**src/rtl/fila_arbiter.sv**
```systemverilog
// fila_arbiter: round-robin four-phase write-port arbiter and occupancy tracker
// for the 8-entry byte queue, clocked in the 10 kHz queue domain.
module fila_arbiter #(
   parameter int DEPTH = 8,
   parameter int LW    = 4
) (
   input  logic          clk_10KHz,
   input  logic          reset,
   input  logic          req0_in,
   input  logic [7:0]    data0_in,
   output logic          ack0_out,
   input  logic          req1_in,
   input  logic [7:0]    data1_in,
   output logic          ack1_out,
   input  logic          dequeue_in,
   output logic          enqueue_out,
   output logic [7:0]    data_out,
   output logic [LW-1:0] len_out,
   output logic          full_out,
   output logic          empty_out
);
   localparam logic [1:0]    IDLE    = 2'd0;
   localparam logic [1:0]    GRANT   = 2'd1;
   localparam logic [1:0]    RELEASE = 2'd2;
   localparam logic [LW-1:0] FULL    = LW'(DEPTH);
   logic [1:0] state;
   logic       winner;
   logic       last_grant;
   logic       pick1;
   logic       go;
   logic       dec;
   // on a tie the producer that did not win last time is served
   assign pick1     = req1_in && (!req0_in || !last_grant);
   assign go        = (req0_in || req1_in) && (len_out < FULL);
   assign dec       = dequeue_in && (len_out != '0);
   assign full_out  = len_out == FULL;
   assign empty_out = len_out == '0;
   always_ff @(posedge clk_10KHz or negedge reset) begin
      if (!reset) begin
         state       <= IDLE;
         winner      <= 1'b0;
         last_grant  <= 1'b1;
         data_out    <= 8'h00;
         enqueue_out <= 1'b0;
         ack0_out    <= 1'b0;
         ack1_out    <= 1'b0;
      end else begin
         enqueue_out <= 1'b0;
         ack0_out    <= 1'b0;
         ack1_out    <= 1'b0;
         case (state)
            IDLE:
               if (go) begin
                  state       <= GRANT;
                  winner      <= pick1;
                  last_grant  <= pick1;
                  data_out    <= pick1 ? data1_in : data0_in;
                  enqueue_out <= 1'b1;
                  ack0_out    <= !pick1;
                  ack1_out    <= pick1;
               end
            GRANT:   state <= RELEASE;
            RELEASE: if (!(winner ? req1_in : req0_in)) state <= IDLE;
            default: state <= IDLE;
         endcase
      end
   end
   always_ff @(posedge clk_10KHz or negedge reset) begin
      if (!reset) len_out <= '0;
      else if (enqueue_out && !dec) len_out <= len_out + LW'(1);
      else if (dec && !enqueue_out) len_out <= len_out - LW'(1);
   end
endmodule

```
**config.mk**
```make
export PLATFORM = sky130hd
export DESIGN_NAME = fila_arbiter
export DESIGN_NICKNAME = d
export VERILOG_FILES = /design/src/rtl/fila_arbiter.sv
export SDC_FILE = /design/constraint.sdc
export NUM_CORES = 1
export LEC_CHECK = 0
export ABC_CLOCK_PERIOD_IN_PS = 2070
export CAP_MARGIN = 15
export CORE_UTILIZATION = 39
export CTS_CLUSTER_DIAMETER = 60
export CTS_CLUSTER_SIZE = 28
export DETAILED_ROUTE_END_ITERATION = 8
export PLACE_DENSITY = 0.77
export SYNTH_ARGS = -nofsm -noshare
export SYNTH_HDL_FRONTEND = slang
export SYNTH_SLANG_ARGS = --single-unit
export TNS_END_PERCENT = 100
```
**constraint.sdc**
```tcl
create_clock -name clk_10KHz -period 2.07 [get_ports clk_10KHz]
set_input_delay 0.414 -clock clk_10KHz [delete_from_list [all_inputs] [get_ports clk_10KHz]]
set_output_delay 0.414 -clock clk_10KHz [all_outputs]
set_load 0.03 [all_outputs]
```
==> flow_summary.rst, run 1 <==
.. list-table::
   :header-rows: 1

   * - Metric
     - Value
   * - Effective utilization at floorplan
     - between 40% and 50%
   * - IR drop worst, VDD
     - approximately 1200 uV
   * - Final-layout setup total negative slack
     - -0.0767 ns
   * - Most repeated cell in the gate-level netlist after synthesis
     - dfrtp_1
   * - Placement Cell Area
     - ~1500 um^2
   * - Iteration count of the initial detailed-routing pass
     - 4
   * - First-pass GRT wire length
     - roughly 3800 um
   * - Core Rows
     - 18
   * - Maximum clock rate
     - about 0.47 GHz
   * - Classification of the worst-slack hold path
     - input port to asynchronous set/reset pin
   * - Final HPWL from detailed placement
     - between 1500 and 2000 um
   * - Per-cell via count in the routed design
     - 5.11
   * - Clock slew at the register clock pins of the worst setup and hold paths
     - roughly 0.1 ns
   * - Core area
     - 2450 um^2
   * - Level count of the clock H-tree
     - 1
   * - Violated checks
     - negative setup slack
   * - Total I/O pin count
     - 38
   * - Antenna violations before repair
     - 0
   * - Die Width
     - between 50 and 60 um
   * - Min setup slack post-route
     - -0.0767 ns
   * - Skew final
     - 0.00144 ns
   * - Hold slack
     - between 0.4 and 0.5 ns
   * - TritonCTS clock tree
     - done
   * - Sum of routed wire length over all layers
     - 2320 um
   * - Buf+Inv Stages, Crit Path
     - 1
   * - Unrepaired setup endpoints after global routing
     - true
   * - Nets
     - ~160
   * - Number of flip-flops and latches in the synthesized netlist
     - 19
   * - Number of clock sinks
     - 19
   * - Slew HR
     - about four fifths
   * - Run status
     - finished, violations left
   * - Number of flops mapped to enable cells by yosys
     - 0
   * - Maximum fanout encountered on the critical timing path
     - 5
   * - Static leakage power
     - 0.675 nW
   * - WS Path Type
     - flip-flop to flip-flop
   * - Final global-route overflow total
     - 0
   * - Top cells by area in the synthesized netlist
     - dfrtp_1 45%, mux2_2 13%, mux2_4 7.4%
   * - Startpoint of the worst setup timing path
     - len_out[1]$_DFFE_PN0P_
   * - Cell area after layout
     - between 1500 and 2000 um^2
   * - # Max-Cap Violations
     - 0
   * - Switching Power
     - between 1 and 1.5 mW
   * - Net switching share of the total power
     - between 40% and 50%
   * - Startpoint of the worst register-to-register path
     - len_out[1]$_DFFE_PN0P_
   * - Count of different cell masters after synthesis
     - 31
   * - Syn Nets
     - approximately 100
   * - Placed Cells
     - 153
   * - Remaining design rule violation count
     - 0
   * - Count of endpoints failing hold in the final timing report
     - 0
   * - Top cell family by delay on the critical path
     - simple AND/OR/NAND/NOR gates
   * - Largest net degree at the start of global routing
     - 20
   * - Via count
     - between 800 and 900
   * - Min cycle time layout
     - roughly 2.1 ns
   * - Synthesized area per cell
     - 13.3 um^2
   * - Die footprint
     - 2800 um^2
   * - Die Height
     - 52.9 um
   * - Top cell type's share of synthesized area
     - 44.6%
   * - Gate count of the mapped netlist
     - 76
   * - Bufs on Longest Clock Path
     - 2
   * - Internal Dissipation
     - 1.59 mW
   * - Post-synthesis to final-layout area growth
     - 58.7%
   * - Later-pin clock latency in the skew report
     - ~0.30 ns
   * - Highest-delay cell along the critical path
     - or4_4
   * - Clock buffers created by TritonCTS
     - 3
   * - Endpoint kind of the worst setup timing path
     - flip-flop
   * - Sequential cell area fraction in the yosys report
     - about 47%
   * - Relative contribution of combinational cells to total power
     - about 66%
   * - Post-CTS Hold Buffers
     - 0
   * - Delay of the slowest critical-path stage
     - 0.48 ns
   * - Cell area after synthesis
     - around 1000 um^2
   * - Number of antenna repair diodes
     - 0
   * - Count of final max-slew check failures
     - 0
   * - Library cell occupying the most area in the post-synthesis netlist
     - dfrtp_1
   * - Areal power density over the cells
     - 1670 nW/um^2
   * - Root buf cell
     - clkbuf_4
   * - Sequence of cells on the critical path
     - nor4_4, nand2b_4, ha_4, inv_4, ha_4, or4_4, o211ai_1, o211ai_1
   * - Routed wirelength normalized by instance count
     - 14.6 um
   * - Leading cell types by count after synthesis
     - 18 x dfrtp_1, 12 x mux2_2, 5 x mux2_4, 3 x ha_1
   * - Starting DRT DRC Count
     - 9
   * - Clock network fraction of total power
     - 7.0%
   * - Layout cell share with drive strength beyond 1
     - a little under two fifths
   * - Startpoint Class
     - flip-flop
   * - Via count of the first global-routing pass
     - 843
   * - Count of input and output buffers
     - 37
   * - Total global routing track utilization
     - a little under a fifth
   * - Tightest Pin Transition
     - around 0.32 ns
   * - Required time at the worst-slack endpoint
     - 2.25 ns
   * - Ys Warns
     - 0
   * - Non-filler instance count after layout
     - roughly 160
   * - RD Place Congestion
     - approximately 0.73
   * - Post-route ant nets
     - 0
   * - Arrival time at the worst endpoint
     - around 2.3 ns
   * - Part of the total power dissipated in sequential elements
     - between 20% and 30%
   * - Most used flip-flop cell after synthesis
     - dfrtp_1
   * - Final setup violating endpoints
     - 1
   * - Final Cycle Share
     - 104%
   * - Async set or reset register ratio after synthesis
     - 100%
-- cell families after synthesis --
| family | count (synthesis) | synth area share [%] |
|---|---|---|
| compound gates | 9 | 6.57 |
| fa+ha+maj | 4 | 5.70 |
| xor+xnor | 2 | 1.74 |
| flops | 19 | 47.2 |
| simple gates | 17 | 11.4 |
| mux | 20 | 24.0 |
| buf+inv | 5 | 3.35 |
-- routing by layer --
layer	global-route usage, %	routed length, um	up-vias
li1	-	-	387
met1	22.2	931	383
met2	32.9	1170	37
met3	3.74	175	5
met4	10.1	44	0
met5	0	0	-
-- placed cells by master, fill, tap and decap left out, types with 2 or more instances in the layout --
| master | Yosys | final |
|---|---|---|
| nand3_1 | 2 | 2 |
| mux2_2 | 12 | 11 |
| buf_4 | 0 | 14 |
| nand2_1 | 2 | 2 |
| ha_4 | 0 | 2 |
| xnor2_1 | 2 | 2 |
| mux2_1 | 2 | 2 |
| clkbuf_4 | 0 | 3 |
| nor4_4 | 1 | 2 |
| o211ai_1 | 2 | 2 |
| mux2_4 | 5 | 6 |
| a21oi_1 | 2 | 2 |
| clkdlybuf4s50_1 | 0 | 33 |
| dfrtp_2 | 0 | 3 |
| dfrtp_1 | 18 | 15 |
| dlymetal6s2s_1 | 0 | 2 |
-- state kept, by name, indices dropped and copies added, names as in the netlist --
| name | count |
|---|---|
| winner | 1 |
| data_out | 8 |
| ack0_out | 1 |
| ack1_out | 1 |
| len_out | 4 |
| enqueue_out | 1 |
| last_grant | 1 |
| state | 2 |
-- through the flow --
step | power (mW) | util, % | setup slack, ns
after global routing | 2.86 | 65.3 | -0.161
after floorplan | 1.74 | - | -0.411
after detailed placement | 2.43 | 62.5 | -0.180
after global placement | 2.35 | 62.5 | -0.0986
final | 2.68 | 65.3 | -0.0767
after CTS | 2.64 | 64.0 | -0.0666
-- final timing paths --
| kind | slack (ns) | to | depth (start not counted) |
|---|---|---|---|
| worst min-delay path | 0.44 | state[1]$_DFFE_PN0P_ | 2 |
| worst max-delay path | -0.08 | len_out[3]$_DFFE_PN0P_ | 8 |
| min in group clk_10KHz | 0.52 | data_out[1]$_DFFE_PN0P_ | 1 |
| worst max register to register | -0.08 | len_out[3]$_DFFE_PN0P_ | 8 |
| worst min register to register | 0.52 | data_out[1]$_DFFE_PN0P_ | 1 |
| max in group asynchronous | 1.37 | last_grant$_DFFE_PN1P_ | 2 |
-- power by group through the flow --
stage,combinational (mW),sequential [mW],clock (mW)
3_5_place_dp,1.71,0.725,0
3_3_place_gp,1.64,0.706,0
5_1_grt,1.91,0.746,0.210
2_1_floorplan,0.713,1.03,0
6_report,1.78,0.716,0.187
4_1_cts,1.73,0.720,0.189
-- timing repair --
item / CTS / global route
gates resized for setup: 3 / 11
pin swaps: 2 / 2
endpoints found under the setup margin: 4 / 5
setup buffers: 1 / 1
-- final cells by class --
cell class	instances	area [um^2]
Fill cell	206	852
Tap cell	30	37.5
Clock buffer	4	26.3
Inverter	2	10.0
Sequential cell	19	480
Multi-Input combinational cell	52	554
Timing Repair Buffer	52	494
(Power assumes the default switching activity.)
==> run 2: changes to the inputs <==
--- a/config.mk
+++ b/config.mk
@@ -5,13 +5,15 @@
 export SDC_FILE = /design/constraint.sdc
 export NUM_CORES = 1
 export LEC_CHECK = 0
+export ABC_AREA = 1
 export ABC_CLOCK_PERIOD_IN_PS = 2070
 export CAP_MARGIN = 15
-export CORE_UTILIZATION = 39
+export CORE_UTILIZATION = 38
 export CTS_CLUSTER_DIAMETER = 60
 export CTS_CLUSTER_SIZE = 28
 export DETAILED_ROUTE_END_ITERATION = 8
-export PLACE_DENSITY = 0.77
+export PLACE_DENSITY = 0.76
+export REMOVE_ABC_BUFFERS = 1
 export SYNTH_ARGS = -nofsm -noshare
 export SYNTH_HDL_FRONTEND = slang
 export SYNTH_SLANG_ARGS = --single-unit
==> flow_summary.rst, run 2 <==
.. list-table::
   :header-rows: 1

   * - Metric
     - Value
   * - Number of antenna repair diodes
     - 0 (unchanged)
   * - Library cell occupying the most area in the post-synthesis netlist
     - dfrtp_1
   * - Highest-count cells in the layout ignoring fill and taps
     - 67 x nand2_1, 34 x clkdlybuf4s50_1, 18 x dfrtp_1
   * - Antenna violations before repair
     - 0 (unchanged)
   * - Final HPWL from detailed placement
     - 1600 um (-12%)
   * - Final Cycle Share
     - 98.9% (-4.8 points)
   * - Most repeated cell in the gate-level netlist after synthesis
     - nand2_1
   * - Met2 wire length
     - 1000 um (-15%)
   * - Share of the core filled with cells in the final layout
     - 65.6% (+0.34 points)
   * - Post-CTS Hold Buffers
     - 0 (unchanged)
   * - Top cell type's share of synthesized area
     - 46.9% (+2.3 points)
   * - Final setup violating endpoints
     - 0 (-1)
   * - Worst reg2reg path depth
     - 10 (+2)
   * - Maximum fanout encountered on the critical timing path
     - 2 (-3)
   * - Ys Warns
     - 0 (unchanged)
   * - Top cells by area in the synthesized netlist
     - dfrtp_1 47%, nand2_1 26%, ha_1 3.9%
   * - Number of clock sinks
     - 19 (unchanged)
   * - Unrepaired setup endpoints after global routing
     - true
   * - Async set or reset register ratio after synthesis
     - 100% (unchanged)
   * - Static leakage power
     - 0.772 nW (+14%)
   * - Highest-delay cell along the critical path
     - dfrtp_1
   * - Sum of routed wire length over all layers
     - 2180 um (-6.2%)
   * - Number of fill cells in the layout
     - 209 (+1.5%)
   * - CP most frequent cell
     - nand2_1
   * - Core Rows
     - 17 (-1)
   * - Count of input and output buffers
     - 37 (unchanged)
   * - Iteration count of the initial detailed-routing pass
     - 4 (unchanged)
   * - Min cycle time layout
     - 2.05 ns (-0.0996 ns)
   * - Total global routing track utilization
     - 18.0% (-1.1 points)
   * - Startpoint Class
     - flip-flop
   * - Bufs on Longest Clock Path
     - 2 (unchanged)
   * - Register name with the most flops
     - data_out
   * - Count of final max-slew check failures
     - 0 (unchanged)
   * - Delay of the slowest critical-path stage
     - 0.42 ns (-0.06 ns)
   * - Number of flops mapped to enable cells by yosys
     - 0 (unchanged)
   * - Cell area after layout
     - 1510 um^2 (-5.9%)
   * - Later-pin clock latency in the skew report
     - 0.29 ns (about the same)
   * - Endpoint kind of the worst setup timing path
     - flip-flop
   * - Starting DRT DRC Count
     - 16 (+7)
   * - Clock buffers created by TritonCTS
     - 3 (unchanged)
   * - Wl on met1
     - 969 um (+4.1%)
   * - Setup WS pre-CTS
     - -0.0632 ns (+0.117 ns)
   * - First-pass GRT wire length
     - 3620 um (-4.2%)
   * - Via count
     - 920 (+13%)
   * - Layout cell share with drive strength beyond 1
     - 19.1% (-18 points)
   * - Required time at the worst-slack endpoint
     - 2.26 ns (about the same)
   * - Via count of the first global-routing pass
     - 877 (+4.0%)
   * - # Max-Cap Violations
     - 0 (unchanged)
   * - Maximum clock rate
     - 0.489 GHz (+4.9%)
   * - Post-synthesis to final-layout area growth
     - 56.9%
   * - WS Path Type
     - flip-flop to flip-flop
   * - Sequential cell area fraction in the yosys report
     - 49.6% (+2.4 points)
   * - Effective utilization at floorplan
     - 41.8% (+0.70 points)
   * - Areal power density over the cells
     - 1630 nW/um^2 (-2.7%)
   * - Count of different cell masters after synthesis
     - 21 (-32%)
   * - Die Height
     - 52.3 um (-1.1%)
   * - Root buf cell
     - clkbuf_4
   * - Most used flip-flop cell after synthesis
     - dfrtp_1
   * - Nets
     - 199 (+28%)
   * - Tightest Pin Transition
     - 0.326 ns (+0.00278 ns)
   * - Die Width
     - 52.3 um (-1.1%)
   * - Core area
     - 2300 um^2 (-6.4%)
   * - Placement Cell Area
     - 1410 um^2 (-8.3%)
   * - Remaining design rule violation count
     - 0 (unchanged)
   * - Number of flip-flops in the largest register
     - 8 (unchanged)
   * - Register-to-register path setup slack
     - 0.02 ns (+0.10 ns)
   * - Slew HR
     - 78.2% (-0.22 points)
   * - Synthesized area per cell
     - 7.88 um^2 (-41%)
   * - RD Place Congestion
     - 0.787 (+7.3%)
   * - Post-route ant nets
     - 0 (unchanged)
   * - Leading cell types by count after synthesis
     - 67 x nand2_1, 18 x dfrtp_1, 7 x nor2_1, 6 x inv_1
   * - Die footprint
     - 2730 um^2 (-2.2%)
   * - Per-cell via count in the routed design
     - 4.58 (-10%)
   * - Cell area after synthesis
     - 961 um^2 (-4.8%)
   * - Critical R2R Capture
     - len_out[3]$_DFFE_PN0P_
   * - Most common cell after layout, fill and taps aside
     - nand2_1
   * - Largest net degree at the start of global routing
     - 20 (unchanged)
   * - Routed wirelength normalized by instance count
     - 10.8 um (-26%)
   * - Gate count of the mapped netlist
     - 122 (+61%)
   * - Classification of the worst-slack hold path
     - input port to asynchronous set/reset pin
   * - Sequence of cells on the critical path
     - or3_4, o21ai_2, ha_2, inv_2, ha_4, or2_2, nand2_1, nand2_1, nand3_1, nand2_1
   * - Min setup slack post-route
     - 0.0230 ns (+0.0996 ns)
   * - Total Power Consumption
     - 2.45 mW (-8.4%)
   * - Skew final
     - 0.00538 ns (+0.00395 ns)
   * - Final global-route overflow total
     - 0 (unchanged)
   * - IR drop worst, VDD
     - 940 uV (-24%)
   * - TritonCTS clock tree
     - done
   * - Sum of met3 wire segment lengths after detailed routing
     - 176 um (+0.57%)
   * - Highest Signal Layer
     - met4
   * - Clock slew at the register clock pins of the worst setup and hold paths
     - 0.11 ns (about the same)
   * - Total I/O pin count
     - 38 (unchanged)
   * - Run status
     - complete, no violations
   * - Startpoint of the worst register-to-register path
     - len_out[2]$_DFFE_PN0P_
   * - Level count of the clock H-tree
     - 1 (unchanged)
   * - Largest registers in the final layout
     - data_out: 8 flops, len_out: 4 flops, state: 2 flops
   * - Count of endpoints failing hold in the final timing report
     - 0 (unchanged)
   * - Number of flip-flops and latches in the synthesized netlist
     - 19 (unchanged)
   * - Arrival time at the worst endpoint
     - 2.23 ns (-0.10 ns)
[run 2: changes by cell type in the layout (fill, tap and decap cells not counted), sizes merged, moves of 3 or more]
cell	change
buf	-5
inv	+6
mux2	-19
nand2	+66
nor2	+7
nor4	-3
o21ai	+3
[run 2: kinds of logic after synthesis]
family,synth area share [%]
DFF,49.6
buffers and inverters,4.30
xor gates and xnor gates,1.82
adders and majority gates,5.99
AOI/OAI and AO/OA,4.30
and+or+nand+nor,34.0
[run 2: how the worst max path moves through the flow]
stage	from	end	slack, ns	cells past startpoint
after floorplan	len_out[0]$_DFFE_PN0P_	len_out[3]$_DFFE_PN0P_	-0.21	10
after global placement	dequeue_in	len_out[3]$_DFFE_PN0P_	0.02	10
after detailed placement	len_out[1]$_DFFE_PN0P_	len_out[3]$_DFFE_PN0P_	-0.06	10
after CTS	len_out[0]$_DFFE_PN0P_	len_out[3]$_DFFE_PN0P_	-0.01	12
after global routing	len_out[2]$_DFFE_PN0P_	len_out[3]$_DFFE_PN0P_	-0.07	10
final	len_out[2]$_DFFE_PN0P_	len_out[3]$_DFFE_PN0P_	0.02	10
[run 2: critical path: cells and delay by family, from the launching register on]
| kind | cells | cell delay [ns] |
|---|---|---|
| simple gates | 6 | 0.92 |
| flops | 1 | 0.42 |
| buf+inv | 1 | 0.06 |
| compound gates | 1 | 0.13 |
| fa+ha+maj | 2 | 0.42 |
[run 2: area by class of cell]
| cell class | count | area, um^2 | share of cell area (%) |
|---|---|---|---|
| clock buffer | 3 | 22.5 | 1.49 |
| timing repair buffer | 48 | 449 | 29.8 |
| clock inverter | 1 | 5.00 | 0.332 |
| sequential | 19 | 477 | 31.6 |
| inverter | 8 | 30.0 | 1.99 |
| tap | 28 | 35.0 | 2.32 |
| multi-input combinational | 94 | 489 | 32.4 |
[run 2: report_power, final]
| group | total (mW) | internal, mW | switching [mW] |
|---|---|---|---|
| clock | 0.181 | 0.0717 | 0.109 |
| sequential | 0.658 | 0.554 | 0.104 |
| combinational | 1.61 | 0.734 | 0.881 |
| total | 2.45 | 1.36 | 1.09 |
[run 2: timing repair]
action	4_1_cts	5_1_grt
gates cloned	0	0
setup endpoints to repair	4	4
pin swaps	3	4
buffers inserted	1	3
resized for setup	8	10
[run 2: metal layers]
layer	vias up	track usage, %
li1	475	-
met1	401	20.6
met2	40	32.3
met3	4	4.06
met4	0	6.58
met5	-	0
[run 2: per-stage QoR]
step	TNS [ns]	hold WS, ns	std cells
finish	0	0.436	201
global route	-0.143	0.448	201
CTS	-0.0201	0.431	198
detailed placement	-0.0824	0.458	193
global placement	0	0.444	193
floorplan	-0.206	0.118	121
